==> src/rtl/imm_pkg.sv <==
// imm_pkg: shared immediate-format encodings, default width and legality helper
package imm_pkg;

    localparam int XLEN_DEFAULT = 32;

    typedef enum logic [2:0] {
        IMM_I = 3'b000,
        IMM_S = 3'b001,
        IMM_B = 3'b010,
        IMM_J = 3'b011,
        IMM_U = 3'b100
    } imm_src_e;

    function automatic logic imm_src_legal(input logic [2:0] src);
        return src <= IMM_U;
    endfunction

endpackage

==> src/rtl/imm_decode.sv <==
// imm_decode: combinational RISC-V immediate extraction and sign extension
module imm_decode
    import imm_pkg::*;
#(
    parameter int XLEN = XLEN_DEFAULT
) (
    input  logic [31:7]     instr,
    input  logic [2:0]      immsrc,
    output logic [XLEN-1:0] immext,
    output logic            err
);

    logic [31:0] w_imm32;

    // build the 32-bit immediate; every format carries instr[31] in bit 31 so one sign extension serves all
    always_comb begin
        w_imm32 = (immsrc == IMM_I) ? {{20{instr[31]}}, instr[31:20]}
                : (immsrc == IMM_S) ? {{20{instr[31]}}, instr[31:25], instr[11:7]}
                : (immsrc == IMM_B) ? {{20{instr[31]}}, instr[7], instr[30:25], instr[11:8], 1'b0}
                : (immsrc == IMM_J) ? {{12{instr[31]}}, instr[19:12], instr[20], instr[30:21], 1'b0}
                : (immsrc == IMM_U) ? {instr[31:12], 12'h000}
                : 32'h0;
        err     = !imm_src_legal(immsrc);
        immext  = XLEN'($signed(w_imm32));
    end

endmodule

==> src/rtl/imm_extend_pipe.sv <==
// imm_extend_pipe: two-stage valid/ready pipeline producing sign-extended immediates
module imm_extend_pipe
    import imm_pkg::*;
#(
    parameter int XLEN  = XLEN_DEFAULT,
    parameter int CNT_W = 16
) (
    input  logic             clk,
    input  logic             reset,
    input  logic             in_valid,
    output logic             in_ready,
    input  logic [31:7]      instr,
    input  logic [2:0]       immsrc,
    output logic             out_valid,
    input  logic             out_ready,
    output logic [XLEN-1:0]  immext,
    output logic             out_err,
    output logic [CNT_W-1:0] out_count
);

    logic             r_s1_v;
    logic [31:7]      r_s1_instr;
    logic [2:0]       r_s1_src;
    logic             r_s2_v;
    logic [XLEN-1:0]  r_s2_imm;
    logic             r_s2_err;
    logic [CNT_W-1:0] r_cnt;
    logic             w_s1_en;
    logic             w_s2_en;
    logic [XLEN-1:0]  w_imm;
    logic             w_err;

    imm_decode #(.XLEN(XLEN)) u_decode (
        .instr  (r_s1_instr),
        .immsrc (r_s1_src),
        .immext (w_imm),
        .err    (w_err)
    );

    // a stage may load when it is empty or its occupant leaves this cycle; depends only on state and out_ready
    always_comb begin
        w_s2_en = !r_s2_v || out_ready;
        w_s1_en = !r_s1_v || w_s2_en;
    end

    assign in_ready  = w_s1_en;
    assign out_valid = r_s2_v;
    assign immext    = r_s2_imm;
    assign out_err   = r_s2_err;
    assign out_count = r_cnt;

    // stage 1: capture the raw instruction fields on an input transfer
    always_ff @(posedge clk) begin
        if (reset) begin
            r_s1_v     <= 1'b0;
            r_s1_instr <= '0;
            r_s1_src   <= '0;
        end else if (w_s1_en) begin
            r_s1_v <= in_valid;
            if (in_valid) begin
                r_s1_instr <= instr;
                r_s1_src   <= immsrc;
            end
        end
    end

    // stage 2: capture the decoded result, holding it while the output is stalled
    always_ff @(posedge clk) begin
        if (reset) begin
            r_s2_v   <= 1'b0;
            r_s2_imm <= '0;
            r_s2_err <= 1'b0;
        end else if (w_s2_en) begin
            r_s2_v <= r_s1_v;
            if (r_s1_v) begin
                r_s2_imm <= w_imm;
                r_s2_err <= w_err;
            end
        end
    end

    // count completed output transfers, wrapping naturally at the counter width
    always_ff @(posedge clk) begin
        if (reset) r_cnt <= '0;
        else if (r_s2_v && out_ready) r_cnt <= r_cnt + 1'b1;
    end

endmodule

==> config.mk <==
export PLATFORM = sky130hd
export DESIGN_NAME = imm_extend_pipe
export DESIGN_NICKNAME = d
export VERILOG_FILES = /design/src/rtl/imm_pkg.sv /design/src/rtl/imm_decode.sv /design/src/rtl/imm_extend_pipe.sv
export SDC_FILE = /design/constraint.sdc
export NUM_CORES = 1
export LEC_CHECK = 0
export ABC_AREA = 1
export CAP_MARGIN = 15
export CORE_ASPECT_RATIO = 1.2
export CORE_MARGIN = 8
export CORE_UTILIZATION = 48
export DETAILED_ROUTE_END_ITERATION = 10
export PLACE_DENSITY = 0.89
export SLEW_MARGIN = 10
export SYNTH_ARGS = -nofsm -noshare
export SYNTH_HDL_FRONTEND = slang
export SYNTH_SLANG_ARGS = --single-unit
==> constraint.sdc <==
create_clock -name clk -period 1.87 [get_ports clk]
set_clock_uncertainty 0.15 [all_clocks]
set_input_delay 0.374 -clock clk [delete_from_list [all_inputs] [get_ports clk]]
set_output_delay 0.374 -clock clk [all_outputs]
set_load 0.01 [all_outputs]
======== Yosys cells after proc, flatten, opt, wreduce, memory -nomap -nowiden ========
Index checks and enable logic that the tools add are counted.
operators by class
  $add $sub $neg .......................... 1
  magnitude comparators ................... 1
  equality and inequality tests ........... 4
  multiplexer cells ....................... 5
  reductions and logical operators ........ 9
operators with widths
  kind                   number
  $mux 32                5
  $add 16x1->16 const B  1
  $eq 3x2->1 const B     2
  $reduce_and 2->1       2
  $eq 3x1->1 const B     1
  $eq 3x3->1 const B     1
  $le 3x3->1 const B     1
  $logic_not 1->1        3
  $logic_not 3->1        1
  $logic_or 1x1->1       2
  $logic_and 1x1->1      1
word-level totals
  bits in registers ....................... 79

======== Logic depth before layout (Yosys ltp) ========
  word-level depth ........................ 6
  mapped depth ............................ 8
  depth with buffers taken out ............ 8

======== Modules after synthesis ========
Synthesis repeated with hierarchy kept, for this count alone.
second synthesis, totals
  cells, all modules ...................... 484
  area, all modules ....................... 3410.8 sq um
by module, submodules not included
  module           times used  cells an instance  area each (sq um)  seq. area each (sq um)
  imm_extend_pipe  1           394                2999.1             1581.5
  imm_decode       1           90                 411.6              0.0

======== Worst setup path after synthesis ========
Ideal clock, no wire load.
  path kind ............................... register to register
  from .................................... reg r_s2_v (netlist: out_valid)
  to ...................................... reg r_cnt[14] (netlist: out_count[14])
  data arrival time ....................... 1255 ps
  required time ........................... 1603 ps
  setup slack ............................. 349 ps
  cell stages (with the launch flop) ...... 8
  path buffers ............................ 0
  period minus slack after synthesis ...... 1521 ps
  path through ............................ dfxtp_1 > nand2_2 > nor2_2 > nand2_1 > nor2_4 > nand3_1 > o21ai_1 > nor2_1
between the ends
  word-level cells in the longest chain between the ends .. 1
ends and longest elaborated chain
  element                   RTL line               source
  start: declaration        imm_extend_pipe.sv:24  logic r_s2_v;
  start signal: assignment  imm_extend_pipe.sv:74  r_s2_v <= r_s1_v;
  $logic_and 1x1->1         imm_extend_pipe.sv:85  else if (r_s2_v && out_ready) r_cnt <= r_cnt + 1'b1;
  end signal: assignment    imm_extend_pipe.sv:85
  end: declaration          imm_extend_pipe.sv:27  logic [CNT_W-1:0] r_cnt;
Every way passes these cells.
A chain may end at the register's enable or synchronous reset.

======== Final worst setup path ========
  from .................................... in out_ready
  to ...................................... out in_ready
between the ends
  word-level cells in the longest chain between the ends .. 2
ends and longest elaborated chain
  element             RTL line               source
  start: declaration  imm_extend_pipe.sv:15  input logic out_ready,
  $logic_or 1x1->1    imm_extend_pipe.sv:42  w_s2_en = !r_s2_v || out_ready;
  $logic_or 1x1->1    imm_extend_pipe.sv:43  w_s1_en = !r_s1_v || w_s2_en;
  end: declaration    imm_extend_pipe.sv:11  output logic in_ready,
Every way passes these cells.

==> run_results.csv <==
group,metric,value,unit
sta,max_clock_freq,544.4,MHz
clock_tree,cts_tree,"yes",
sta,worst_slew_margin_rel,61.85,%
finish,drive_above_1_share,9.770,%
routing,drt_drc_violations_left,0,
global_routing,grt_first_pass_wirelength,14130,µm
placed_design,dpl-instance-area,4189,µm²
logic_synthesis,synth_top_area_share,49.78,%
worst_setup_path,worst_path_largest_cell_delay,0.49,ns
worst_setup_path,crit_path_start_kind,"input pin",
global_routing,global_route.usage.met1,19.16,%
logic_synthesis,most_frequently_used_cell_type_in_the_post_synthesis_netlist,"sky130_fd_sc_hd__dfxtp_1",
power,cellLeakagePower,1.828,nW
worst_setup_path,crit-reg2reg-capture,"immext[15]",
floorplan,die_area,9488,µm²
placed_design,input_output_buffers,82,
finish,area_delta_synth_final,39.98,%
worst_hold_path,min_delay_worst_endpoint,"immext[28]",
logic_synthesis,post_synthesis_cell_type_count,30,
floorplan,placement_rows,32,
worst_setup_path,critical_path_type,"input pin to output pin",
floorplan,design.core.area,6406,µm²
worst_setup_path,critical_path_end_type,"output pin",
worst_setup_path,cp_max_fo,3,
global_routing,grt_max_degree,47,
sta,worst_pin_slew,0.5684,ns
floorplan,die-width,90.27,µm
global_routing,number_of_global_route_vias_before_repair,3085,
routing,drt-initial-drc-count,158,
logic_synthesis,ys_async_sr_fraction,0,%
logic_synthesis,synth-simple-area-share,20.99,%
logic_synthesis,yosysTopAreaCell,"sky130_fd_sc_hd__dfxtp_1",
sta,setup_total_negative_slack,0,ns
floorplan,die_height,105.1,µm
worst_hold_path,hold_path.startpoint,"immext[28]",
floorplan,ios,83,
routing,post_drt_via_cell_ratio,5.125,
logic_synthesis,synthTopCellsByCount,"79 x sky130_fd_sc_hd__dfxtp_1, 70 x sky130_fd_sc_hd__nand2_1, 57 x sky130_fd_sc_hd__nor2_1",
clock_tree,number_of_cts_inserted_buffers,9,
placed_design,place.gp.congestion,0.8593,
logic_synthesis,synth_top_cells_by_area,"sky130_fd_sc_hd__dfxtp_1 50%, sky130_fd_sc_hd__nand2_1 8.3%, sky130_fd_sc_hd__a21oi_1 7.1%, sky130_fd_sc_hd__nor2_1 6.7%, sky130_fd_sc_hd__o21ai_1 4.9%",
placed_design,place.detailed.hpwl,6193,µm
power,worst_ir_drop_vdd,0.5130,mV
global_routing,grtUsageTotal,17.80,%
placed_design,dp_slack,-0.2342,ns
clock_tree,cts.sink_count,79,
finish,n_fill_cell,534,
worst_setup_path,crit_slowest_cell,"sky130_fd_sc_hd__clkdlybuf4s50_1",
worst_setup_path,worst_r2r_path_depth,7,
worst_hold_path,hp-class,"register to register",
routing,drt_pre_antenna_iters,4,
sta,setup_ws,0.03300,ns
clock_tree,postCtsHoldBufs,0,
logic_synthesis,mux_share_of_post_synthesis_cell_area,0,%
logic_synthesis,synthesis.nets,459,
logic_synthesis,ys.flop_type,"sky130_fd_sc_hd__dfxtp_1",
finish,num-nets-final,550,
logic_synthesis,edff_count_synth,0,
global_routing,grt_overflow_total,0,
worst_setup_path,r2r_setup_slack,0.26,ns
finish,stdcell_area,4447,µm²
finish,layout.core_utilization,69.41,%
clock_tree,cts_max_level,3,
clock_tree,cts.repair_timing.setup_buffer_count,0,
logic_synthesis,synth_fa_ha_area_share,0.3939,%
routing,totalWireLength,8395,µm
sta,grt_setup_unrepaired,"false",
sta,finalHoldViolations,0,
sta,period_share,98.24,%
worst_setup_path,worstPathArrival,1.31,ns
logic_synthesis,synthCells,426,
logic_synthesis,synth-compound-area-share,20.60,%
logic_synthesis,syn_area_per_cell,7.457,µm²
clock_tree,clockRootBuffer,"sky130_fd_sc_hd__clkbuf_8",
routing,final_antenna_net_count,0,
routing,route.vias.total,3111,
global_routing,antenna_found_initial,0,
sta,setup_viol,0,
sta,crit_path_time_final,1.837,ns
finish,antenna_cells,0,
routing,wire_per_inst,13.83,µm
flow_run,maxCapViolCount,0,
worst_hold_path,hold_critical_path_depth,2,
global_routing,grt_util_met2,31.40,%
clock_tree,cts_resized,3,
sta,worst_hold_slack,0.3184,ns
worst_setup_path,r2r_start,"r_s1_src[1]",
logic_synthesis,synth_area,3177,µm²
clock_tree,clock_insertion_delay_worst_skew,0.35,ns
logic_synthesis,main_combinational_cell_family_by_area_after_synthesis,"simple AND/OR/NAND/NOR gates",
floorplan,initial_core_util,49.59,%
logic_synthesis,ys.warnings.count,0,
logic_synthesis,yosys.area_share.xor_xnor,0.2757,%
global_routing,global_route.usage.met3,4.653,%
run_status,run_status,"finished, final reports clean",
sta,final_max_slew_viol_count,0,
global_routing,global_route.peak_usage_layer,"met2",
worst_setup_path,crit_chain,"clkdlybuf4s50_1 -> inv_2 -> nand3_1 -> dlygate4sd2_1",
power,powerDensity,872.4,nW/µm²
logic_synthesis,synth_sequential_area_ratio,49.78,%
logic_synthesis,synth_seq_cells,79,
clock_tree,clk_pin_slew_worst_paths,0.08,ns
worst_setup_path,timing.critical_path.required,1.35,ns
clock_tree,max_buffers_root_to_sink,2,
==> worst max-delay path by stage <==
| stage | start | end | slack, ns | cells past startpoint |
|---|---|---|---|---|
| 5_1_grt | out_count[6] | out_count[6] | 0.002 | 1 |
| 3_5_place_dp | out_ready | in_ready | -0.23 | 4 |
| 2_1_floorplan | out_valid | out_count[14] | 0.35 | 7 |
| 3_3_place_gp | out_ready | in_ready | -0.23 | 4 |
| 4_1_cts | out_count[6] | out_count[6] | 0.02 | 1 |
| 6_report | out_ready | in_ready | 0.03 | 4 |
==> power by group <==
group | internal (mW) | switching, mW
clock | 0.918 | 0.605
sequential | 1.77 | 0.0546
combinational | 0.251 | 0.276
==> flip-flops by register name, indices dropped and copies added, names as in the netlist <==
signal and flops:
out_valid 1, r_s1_v 1, out_err 1, out_count 16, immext 32, r_s1_instr 25
r_s1_src 3
==> critical path: cells and delay by family <==
family / cells / cell delay, ns
buffers and inverters: 3 / 0.83
AND/OR/NAND/NOR: 1 / 0.10
==> kinds of logic (layout without fill, tap and decap cells) <==
family | Yosys count | in the layout
AND/OR/NAND/NOR | 160 | 160
AO/OA/AOI/OAI | 120 | 120
flip-flops | 79 | 79
buffers and inverters | 65 | 161
adder cells (fa/ha/maj) | 1 | 1
XOR/XNOR | 1 | 1
==> routing by layer <==
metal | routed length, µm | part of all wire, %
met5 | 0 | 0
met4 | 246 | 2.9
met3 | 421 | 5.0
met2 | 4277 | 51
met1 | 3448 | 41
==> cell usage in the layout, fill, tap and decap left out, types with 2 or more instances in the layout <==
master,count
sky130_fd_sc_hd__a21o_1,2
sky130_fd_sc_hd__a21oi_1,45
sky130_fd_sc_hd__a21oi_2,2
sky130_fd_sc_hd__buf_12,3
sky130_fd_sc_hd__buf_4,14
sky130_fd_sc_hd__bufinv_16,3
sky130_fd_sc_hd__clkbuf_8,10
sky130_fd_sc_hd__clkdlybuf4s50_1,78
sky130_fd_sc_hd__clkinv_2,2
sky130_fd_sc_hd__dfxtp_1,74
sky130_fd_sc_hd__dfxtp_2,5
sky130_fd_sc_hd__dlymetal6s2s_1,3
sky130_fd_sc_hd__inv_1,41
sky130_fd_sc_hd__inv_2,5
sky130_fd_sc_hd__nand2_1,70
sky130_fd_sc_hd__nand3_1,19
sky130_fd_sc_hd__nor2_1,57
sky130_fd_sc_hd__nor2_4,2
sky130_fd_sc_hd__nor3_1,6
sky130_fd_sc_hd__o211ai_1,8
sky130_fd_sc_hd__o21ai_0,25
sky130_fd_sc_hd__o21ai_1,31
sky130_fd_sc_hd__o22ai_1,3
==> metrics by stage <==
step | power (mW) | cells
6_report | 3.879 | 607
5_1_grt | 4.051 | 607
4_1_cts | 3.907 | 607
3_5_place_dp | 2.392 | 591
3_3_place_gp | 2.375 | 591
2_1_floorplan | 2.129 | 426
==> final cells by class <==
class	count	area, µm²	area share [%]
timing repair buffer	99	992.2	22.31
sequential	79	1588	35.71
multi-input combinational	282	1343	30.19
clock buffer	10	137.6	3.095
inverter	46	172.7	3.883
tap	85	106.4	2.392
clock inverter	6	107.6	2.420
No activity file was read; power rests on OpenSTA's default activity.
